==> src/rtl/fetch_unit_pkg.sv <==
// fetch_unit_pkg: shared types and constants for the instruction-fetch stage.
//   error_t        fetch error code delivered to decode
//   fetch_state_t  fetch controller states
//   fetch_data_t   one fetched entry {valid, pc, raw_instr, error}
package fetch_unit_pkg;

    localparam int unsigned XLEN = 64;
    localparam int unsigned ILEN = 32;

    typedef logic [XLEN-1:0] u64;
    typedef logic [ILEN-1:0] u32;

    localparam u64 PC_RESET = 64'h8000_0000;

    typedef enum logic {
        NONE           = 1'b0,
        INSTR_MISALIGN = 1'b1
    } error_t;

    typedef enum logic [1:0] {
        FETCH    = 2'd0,
        DISCARD  = 2'd1,
        MIS_WAIT = 2'd2
    } fetch_state_t;

    typedef struct packed {
        logic   valid;
        u64     pc;
        u32     raw_instr;
        error_t error;
    } fetch_data_t;

    localparam fetch_data_t FETCH_DATA_EMPTY = '{valid: 1'b0, pc: '0, raw_instr: '0, error: NONE};

    // Instructions are 4-byte aligned; any low PC bit set is a misaligned fetch.
    function automatic logic pc_misaligned(input u64 pc);
        return pc[1:0] != 2'b00;
    endfunction

endpackage

==> src/rtl/fetch_skid.sv <==
// fetch_skid: single-entry holding buffer behind the fetch output slot.
//   clk, reset   clock, synchronous active-low reset
//   push_i       load data_i (wins over pop_i in the same cycle)
//   pop_i        empty the entry
//   flush_i      empty the entry, highest priority
//   data_i       entry to store
//   data_o       stored entry
//   full_o       entry is occupied
module fetch_skid
    import fetch_unit_pkg::*;
(
    input  logic        clk,
    input  logic        reset,
    input  logic        push_i,
    input  logic        pop_i,
    input  logic        flush_i,
    input  fetch_data_t data_i,
    output fetch_data_t data_o,
    output logic        full_o
);

    fetch_data_t entry_q, entry_d;

    // Next entry: flush, then push (replaces on simultaneous pop), then pop.
    always_comb begin
        entry_d = entry_q;
        if (flush_i) begin
            entry_d = FETCH_DATA_EMPTY;
        end else if (push_i) begin
            entry_d       = data_i;
            entry_d.valid = 1'b1;
        end else if (pop_i) begin
            entry_d = FETCH_DATA_EMPTY;
        end
    end

    always_ff @(posedge clk) begin
        if (!reset) begin
            entry_q <= FETCH_DATA_EMPTY;
        end else begin
            entry_q <= entry_d;
        end
    end

    assign data_o = entry_q;
    assign full_o = entry_q.valid;

endmodule

==> src/rtl/fetch_unit.sv <==
// fetch_unit: instruction-fetch stage. Owns the PC, issues one outstanding
// instruction-bus request at a time, flags misaligned PCs without touching
// the bus, and presents a registered slot (plus one skid entry) to decode.
//   clk, reset                 clock, synchronous active-low reset
//   ireq_valid, ireq_addr      instruction-bus request (addr = current PC)
//   iresp_data_ok, iresp_data  bus response completing the request
//   redirect_valid/_pc         flush and restart fetch at redirect_pc
//   stall                      decode cannot take the slot this cycle
//   f_valid, f_pc, f_raw_instr, f_error   output slot to decode
module fetch_unit
    import fetch_unit_pkg::*;
(
    input  logic            clk,
    input  logic            reset,
    output logic            ireq_valid,
    output logic [XLEN-1:0] ireq_addr,
    input  logic            iresp_data_ok,
    input  logic [ILEN-1:0] iresp_data,
    input  logic            redirect_valid,
    input  logic [XLEN-1:0] redirect_pc,
    input  logic            stall,
    output logic            f_valid,
    output logic [XLEN-1:0] f_pc,
    output logic [ILEN-1:0] f_raw_instr,
    output error_t          f_error
);

    fetch_state_t state_q, state_d;
    u64           pc_q, pc_d;
    u64           tgt_q, tgt_d;
    fetch_data_t  slot_q, slot_d;

    fetch_data_t  new_entry;
    logic         new_valid;
    logic         req_c;
    logic         consume;
    logic         skid_push, skid_pop, skid_flush, skid_full;
    fetch_data_t  skid_data;

    fetch_skid u_skid (
        .clk     (clk),
        .reset   (reset),
        .push_i  (skid_push),
        .pop_i   (skid_pop),
        .flush_i (skid_flush),
        .data_i  (new_entry),
        .data_o  (skid_data),
        .full_o  (skid_full)
    );

    // A request is outstanding while fetching an aligned PC with room to land
    // the response, or while waiting to drop a response after a redirect.
    assign req_c      = ((state_q == FETCH) && !pc_misaligned(pc_q) && !skid_full)
                        || (state_q == DISCARD);
    assign ireq_valid = reset && req_c;
    assign ireq_addr  = pc_q;
    assign consume    = slot_q.valid && !stall;

    // Next-state, PC and new-entry generation.
    always_comb begin
        state_d   = state_q;
        pc_d      = pc_q;
        tgt_d     = tgt_q;
        new_valid = 1'b0;
        new_entry = FETCH_DATA_EMPTY;

        case (state_q)
            FETCH: begin
                if (!skid_full) begin
                    if (pc_misaligned(pc_q)) begin
                        new_valid = 1'b1;
                        new_entry = '{valid: 1'b1, pc: pc_q, raw_instr: '0, error: INSTR_MISALIGN};
                        state_d   = MIS_WAIT;
                    end else if (iresp_data_ok) begin
                        new_valid = 1'b1;
                        new_entry = '{valid: 1'b1, pc: pc_q, raw_instr: iresp_data, error: NONE};
                        pc_d      = pc_q + XLEN'(4);
                    end
                end
            end
            DISCARD: begin
                if (iresp_data_ok) begin
                    pc_d    = tgt_q;
                    state_d = FETCH;
                end
            end
            MIS_WAIT: state_d = MIS_WAIT;
            default:  state_d = FETCH;
        endcase

        // Redirect overrides everything; a still-open request must finish first.
        if (redirect_valid) begin
            new_valid = 1'b0;
            if (req_c && !iresp_data_ok) begin
                tgt_d   = redirect_pc;
                state_d = DISCARD;
            end else begin
                pc_d    = redirect_pc;
                state_d = FETCH;
            end
        end
    end

    // Slot/skid movement: consume pulls the skid forward, new entries land in
    // the slot when it frees up and the skid is empty, otherwise in the skid.
    always_comb begin
        slot_d     = slot_q;
        skid_push  = 1'b0;
        skid_pop   = 1'b0;
        skid_flush = redirect_valid;

        if (redirect_valid) begin
            slot_d = FETCH_DATA_EMPTY;
        end else begin
            if (consume) begin
                slot_d   = skid_full ? skid_data : FETCH_DATA_EMPTY;
                skid_pop = skid_full;
            end
            if (new_valid) begin
                if ((!slot_q.valid || consume) && !skid_full) begin
                    slot_d = new_entry;
                end else begin
                    skid_push = 1'b1;
                end
            end
        end
    end

    always_ff @(posedge clk) begin
        if (!reset) begin
            state_q <= FETCH;
            pc_q    <= PC_RESET;
            tgt_q   <= '0;
            slot_q  <= FETCH_DATA_EMPTY;
        end else begin
            state_q <= state_d;
            pc_q    <= pc_d;
            tgt_q   <= tgt_d;
            slot_q  <= slot_d;
        end
    end

    assign f_valid     = slot_q.valid;
    assign f_pc        = slot_q.pc;
    assign f_raw_instr = slot_q.raw_instr;
    assign f_error     = slot_q.error;

endmodule

==> config.mk <==
export PLATFORM = sky130hd
export DESIGN_NAME = fetch_unit
export DESIGN_NICKNAME = d
export VERILOG_FILES = /design/src/rtl/fetch_unit_pkg.sv /design/src/rtl/fetch_skid.sv /design/src/rtl/fetch_unit.sv
export SDC_FILE = /design/constraint.sdc
export NUM_CORES = 1
export LEC_CHECK = 0
export BUFFER_PORTS_ARGS = -buffer_cell sky130_fd_sc_hd__clkbuf_2
export CORE_ASPECT_RATIO = 1.75
export CORE_UTILIZATION = 45
export CTS_CLUSTER_DIAMETER = 80
export CTS_CLUSTER_SIZE = 25
export DETAILED_ROUTE_END_ITERATION = 6
export GPL_ROUTABILITY_DRIVEN = 0
export PLACE_DENSITY = 0.69
export SLEW_MARGIN = 20
export SYNTH_ARGS = -nofsm -noshare
export SYNTH_HDL_FRONTEND = slang
export SYNTH_HIERARCHICAL = 1
export SYNTH_SLANG_ARGS = --single-unit
==> constraint.sdc <==
create_clock -name clk -period 2.3 [get_ports clk]
set_input_delay 0.345 -clock clk [delete_from_list [all_inputs] [get_ports clk]]
set_output_delay 0.345 -clock clk [all_outputs]
set_load 0.005 [all_outputs]
==> summary.md, run 1 <==
| Metric | Value |
|---|---|
| CTS clk-pin slew, worst paths | 0.10 ns |
| Synth Register Bits | 326 |
| Top Metal Used | met4 |
| Hold Vio Cnt, Final | 0 |
| Ys async rst share | 0% |
| Mean post-synth cell area | 7.80 µm² |
| Pin count of the biggest net entering global routing | 98 |
| Fraction of layout cells with a size suffix above 1 | 19.6% |
| Grt ovf | 0 |
| WL final | 50.5 mm |
| Setup crit start kind | flip-flop |
| Area leader, netlist | dfxtp_1 |
| Vias per std cell | 5.89 |
| Clock Sinks | 326 |
| Critical register-to-register path startpoint | u_skid/full_o |
| CP endpoint kind | flip-flop |
| Synth-to-Final Area Change | 17.8% |
| FF/Latch Area | 6530 µm² |
| Synthesized area | 15800 µm² |
| Worst slew margin | 63.8% |
| Rows | 90 |
| Most frequent cell after synthesis | nand2_1 |
| Skew-Pair Late Insertion Delay | 0.55 ns |
| Ys Warns | 6 |
| Num ports | 264 |
| Drt first pass iters | 5 |
| CTS Root Cell | clkbuf_16 |
| CP Depth | 7 |
| Initial Utilization | 45.8% |
| DRT antenna net count | 0 |
| DR WL met2 | 24.6 mm |
| Register area share after synthesis | 41.2% |
| Count of hold buffers inserted by post-cts repair | 0 |
| Final Power | 12.0 mW |
| Buf/Inv on CP | 1 |
| M1 WL | 20.4 mm |
| Yosys cell types | 58 |
| Number of synthesized flops with an enable pin | 0 |
| Synth area leaders | dfxtp_1 (41%), nand2_1 (8.8%), a21oi_1 (6.6%), a311oi_1 (5.6%), or3b_1 (5.4%) |
| Setup Skew | 0.0351 ns |
| Pwr dens | 645 nW/µm² |
| Largest delay share family, worst path | simple AND/OR/NAND/NOR gates |
| Antenna violations before repair | 0 |
| Arrival @ worst endpoint | 2.64 ns |
| # Max-Cap Violations | 0 |
| Core ar. | 34600 µm² |
| Syn_nets | 2132 |
| Worst Hold Class | input pin to flip-flop |
| Die ar. | 36000 µm² |
| Die span in x | 144 µm |
| Share of the synthesized area in the top cell type | 41.2% |
| Die H | 250 µm |
| Max Fclk | 0.453 GHz |
| Max Root-Sink Buffers | 3 |
| Max-slew violations | 0 |
| Final TNS setup | 0 ns |
| Static leakage | 6.81 nW |
| Inserted Clock Buffers | 17 |
| Status | complete, no violations |
| Tcrit/Tclk final | 96.0% |
| Residual DRC | 0 |
| Peak per-stage delay on the critical path | 0.61 ns |
| Crit-path cells | or4b_4, nor3_4, nand4_1, buf_6, o31a_1, o21ai_0, a21oi_1 |
| Worst Max-Slew Pin Slew | 0.543 ns |
| Routed WL per cell | 18.8 µm |
| Worst EP required | 2.74 ns |
| Most used DFF post-synth | dfxtp_1 |
| CTS HTree Levels | 1 |
| R2R cell count | 7 |
| FILL cells | 3348 |
| Hold Crit Start | redirect_pc[53] |
| I/O Buffers | 263 |
| Initial DRC Count | 1132 |
| Total global-route track usage | 27.3% |
| Vias in the first global route | 14393 |
| Maximum VDD drop | 0.000617 V |
| Net count reported at finish | 2330 |
| Endpoints failing setup | 0 |
| Synth cell count leaders | nand2_1 (372), dfxtp_1 (326), a21oi_1 (209) |
| CTS tree | done |
| Syn Inst Count | 2029 |
| WS Path Type | flip-flop to flip-flop |
| Critical Path Fanout Max | 20 |
| Hold Crit Depth | 3 |
| CP startpoint | u_skid/full_o |
| Area occupied by multi-input gates | 8480 µm² |
| Met3 Routed Length | 3.42 mm |
| Ant. Diodes | 0 |
| Minimum clock period | 2.21 ns |
| Post-DP HPWL | 34.5 mm |
| Critical path's slowest cell | or4b_4 |
| Via count | 15856 |
| First-pass GRT wire length | 78.0 mm |
==> kinds of logic after synthesis <==
group	after synthesis	share of synthesized area, %
AND/OR/NAND/NOR	941	30.1
buffers and inverters	217	5.90
XOR/XNOR	29	1.60
adder cells (fa/ha/maj)	2	0.158
flip-flops	326	41.2
AO/OA/AOI/OAI	511	20.8
multiplexers	3	0.190
==> power by group <==
group | switching, mW | internal [mW] | total, mW | leakage (nW)
registers | 0.237 | 5.93 | 6.17 | 2.65
clock network | 1.93 | 1.42 | 3.35 | 0.235
logic | 1.53 | 0.980 | 2.51 | 3.92
==> layer usage <==
layer | GRT usage [%] | vias up
li1 | - | 7625
met1 | 34.3 | 7485
met2 | 45.7 | 629
met3 | 3.73 | 117
met4 | 12.6 | 0
met5 | 0 | -
==> registers in the layout (all words and copies together) (netlist names) <==
name and count:
f_valid 1, f_raw_instr 32, ireq_addr 64, f_error 1, u_skid/data_o 97, f_pc 64, tgt_q 64, state_q 2
u_skid/full_o 1
==> tightest hold or removal path, delay by kind of cell <==
kind | cells | cell delay (ns)
buf+inv | 1 | 0.09
compound gates | 1 | 0.05
simple gates | 1 | 0.05
==> per-stage QoR <==
step	instances	instance area [µm²]	worst slack (ns)	hold WS (ns)	util (%)
floorplan	2029	15800	0.000361	0.433	-
global placement	2666	18100	-0.0161	0.441	52.4
detailed placement	2666	18100	-0.0313	0.447	52.4
CTS	2688	18600	0.0315	0.00532	53.8
global route	2690	18600	-0.000743	0.0131	53.9
finish	2690	18600	0.0927	0.0245	53.9
==> cell usage in the layout (no fill, tap or decap), drive strengths merged, types with 70 or more instances in the layout <==
cell,instances
clkbuf,283
o21ai,92
dfxtp,326
nand2,372
nor2,132
or3b,97
and2,70
nand3,119
a311oi,102
a21oi,209
buf,122
==> what timing repair did <==
action / in CTS / in global routing
buffers inserted: 0 / 2
gates resized for setup: 0 / 7
setup endpoints to repair: 0 / 48
==> worst paths after layout <==
kind	to	slack, ns
setup / recovery	ireq_addr[60]	0.09
hold / removal	tgt_q[53]	0.02
setup reg to reg	ireq_addr[60]	0.09
hold reg to reg	tgt_q[53]	0.46
==> layout make-up <==
cell class,instances,share of cell area (%)
clock buffer,20,2.40
clock inverter,2,0.208
inverter,11,0.221
multi-input combinational,1486,45.5
sequential,326,35.0
tap,460,3.09
timing repair buffer,385,13.6
(Power assumes the default switching activity.)
==> run 2: changes to the inputs <==
==> constraint.sdc (replaced) <==
create_clock -name clk -period 2.3 [get_ports clk]
set_input_delay 0.23 -clock clk [delete_from_list [all_inputs] [get_ports clk]]
set_output_delay 0.23 -clock clk [all_outputs]
set_load 0.005 [all_outputs]
==> summary.md, run 2 (synthesis results as in run 1) <==
| Metric | Value |
|---|---|
| Largest delay share family, worst path | simple AND/OR/NAND/NOR gates |
| Hold Vio Cnt, Final | 0 |
| Tcrit/Tclk final | 97.2% |
| Drt first pass iters | 7 |
| Max-slew violations | 0 |
| Crit-path cells | or4b_4, nor3_4, nand4_1, buf_6, o31a_1, o21ai_1, a21oi_1 |
| Total global-route track usage | 28.2% |
| Fin Hold WS | 0.0894 ns |
| Initial DRC Count | 1311 |
| CTS Root Cell | clkbuf_16 |
| Core ar. | 34600 µm² |
| CTS tree | done |
| Max Root-Sink Buffers | 3 |
| Post-DP HPWL | 34.9 mm |
| Routed WL per cell | 18.8 µm |
| Clock Sinks | 326 |
| Worst slew margin | 63.4% |
| Rows | 90 |
| CP startpoint | u_skid/full_o |
| I/O Buffers | 263 |
| Final Util | 55.6% |
| Max Fclk | 0.447 GHz |
| Inserted Clock Buffers | 17 |
| Critical path's slowest cell | or4b_4 |
| Most common cell after layout, fill and taps aside | nand2_1 |
| Worst EP required | 2.71 ns |
| # Max-Cap Violations | 0 |
| Max reg flops | 97 |
| Final TNS setup | 0 ns |
| Placed inst area | 18100 µm² |
| Setup Skew | 0.0379 ns |
| Net count reported at finish | 2394 |
| Hold Crit Start | iresp_data[28] |
| DRT antenna net count | 0 |
| Arrival @ worst endpoint | 2.64 ns |
| CTS clk-pin slew, worst paths | 0.10 ns |
| First-pass GRT wire length | 80.8 mm |
| Pwr dens | 628 nW/µm² |
| Initial Utilization | 45.8% |
| Worst Max-Slew Pin Slew | 0.549 ns |
| Die ar. | 36000 µm² |
| Maximum VDD drop | 0.000449 V |
| CP endpoint kind | flip-flop |
| Peak per-stage delay on the critical path | 0.61 ns |
| Endpoints failing setup | 0 |
| Ant. Diodes | 0 |
| Die H | 250 µm |
| Status | finished, violations left |
| Pin count of the biggest net entering global routing | 109 |
| Synth-to-Final Area Change | 21.3% |
| Failing checks | DRC |
| WS Path Type | flip-flop to flip-flop |
| Die span in x | 144 µm |
| Critical Path Fanout Max | 20 |
| WL final | 51.7 mm |
| RSZ-0062 raised after global routing | true |
| Critical register-to-register path startpoint | u_skid/full_o |
| Commonest cells after routing, fill and taps aside | nand2_1 (370), dfxtp_1 (324), clkbuf_2 (263) |
| Static leakage | 7.04 nW |
| Minimum clock period | 2.24 ns |
| Num ports | 264 |
| Vias per std cell | 5.91 |
| Residual DRC | 7 |
| Skew-Pair Late Insertion Delay | 0.53 ns |
| Grt ovf | 0 |
| Worst Hold Class | input pin to flip-flop |
| Vias in the first global route | 15152 |
| R2r setup slk | 0.06 ns |
| Antenna violations before repair | 0 |
| Design area | 19200 µm² |
| Fraction of layout cells with a size suffix above 1 | 19.0% |
| CTS HTree Levels | 1 |
| Setup crit start kind | flip-flop |
| Buf/Inv on CP | 1 |
| Via count | 16262 |
==> run 2: worst reg2reg max path, cell delays in order, from the launching register on <==
cell and delay [ns]:
dfxtp_4 0.37, or4b_4 0.61, nor3_4 0.27, nand4_1 0.14, buf_6 0.21, o31a_1 0.29
o21ai_1 0.14, a21oi_1 0.08
==> run 2: per-stage QoR <==
stage | instances | power [mW] | worst slack [ns]
after floorplan | 2029 | 7.63 | 0.000361
after global placement | 2667 | 8.73 | -0.00585
after detailed placement | 2667 | 8.78 | 0.00281
after CTS | 2751 | 12.1 | 0.0200
after global routing | 2752 | 12.6 | -0.0404
final | 2752 | 12.1 | 0.0636
==> run 2: final timing paths <==
kind                       endpoint  depth (start not counted)
setup / recovery      ireq_addr[60]                          7
hold / removal    u_skid/data_o[29]                          4
setup reg to reg      ireq_addr[60]                          7
hold reg to reg           tgt_q[22]                          2
==> run 2: cell type report <==
type	count	area, µm²
inverter	11	41.3
fill	3249	15400
clock inverter	1	30.0
tap	460	576
clock buffer	19	433
multi-input combinational	1486	8480
timing repair buffer	449	3110
sequential	326	6530
==> run 2: report_power, final <==
group | leakage (nW) | switching, mW | total (mW) | internal (mW)
logic | 4.17 | 1.56 | 2.61 | 1.05
registers | 2.66 | 0.240 | 6.17 | 5.93
clock network | 0.223 | 1.90 | 3.28 | 1.38
==> run 2: what timing repair did <==
action                                 4_1_cts  5_1_grt
endpoints found under the hold margin       74        0
setup buffers                                0        1
setup endpoints to repair                    1       11
pin swaps                                    1        3
resized for setup                            1        9
hold buffers                                64        0
==> run 2: routing by layer <==
| metal | track usage [%] | wire, µm |
|---|---|---|
| met3 | 3.52 | 3480 |
| met2 | 47.8 | 25400 |
| met4 | 14.4 | 2420 |
| met5 | 0 | 0 |
| met1 | 34.5 | 20400 |
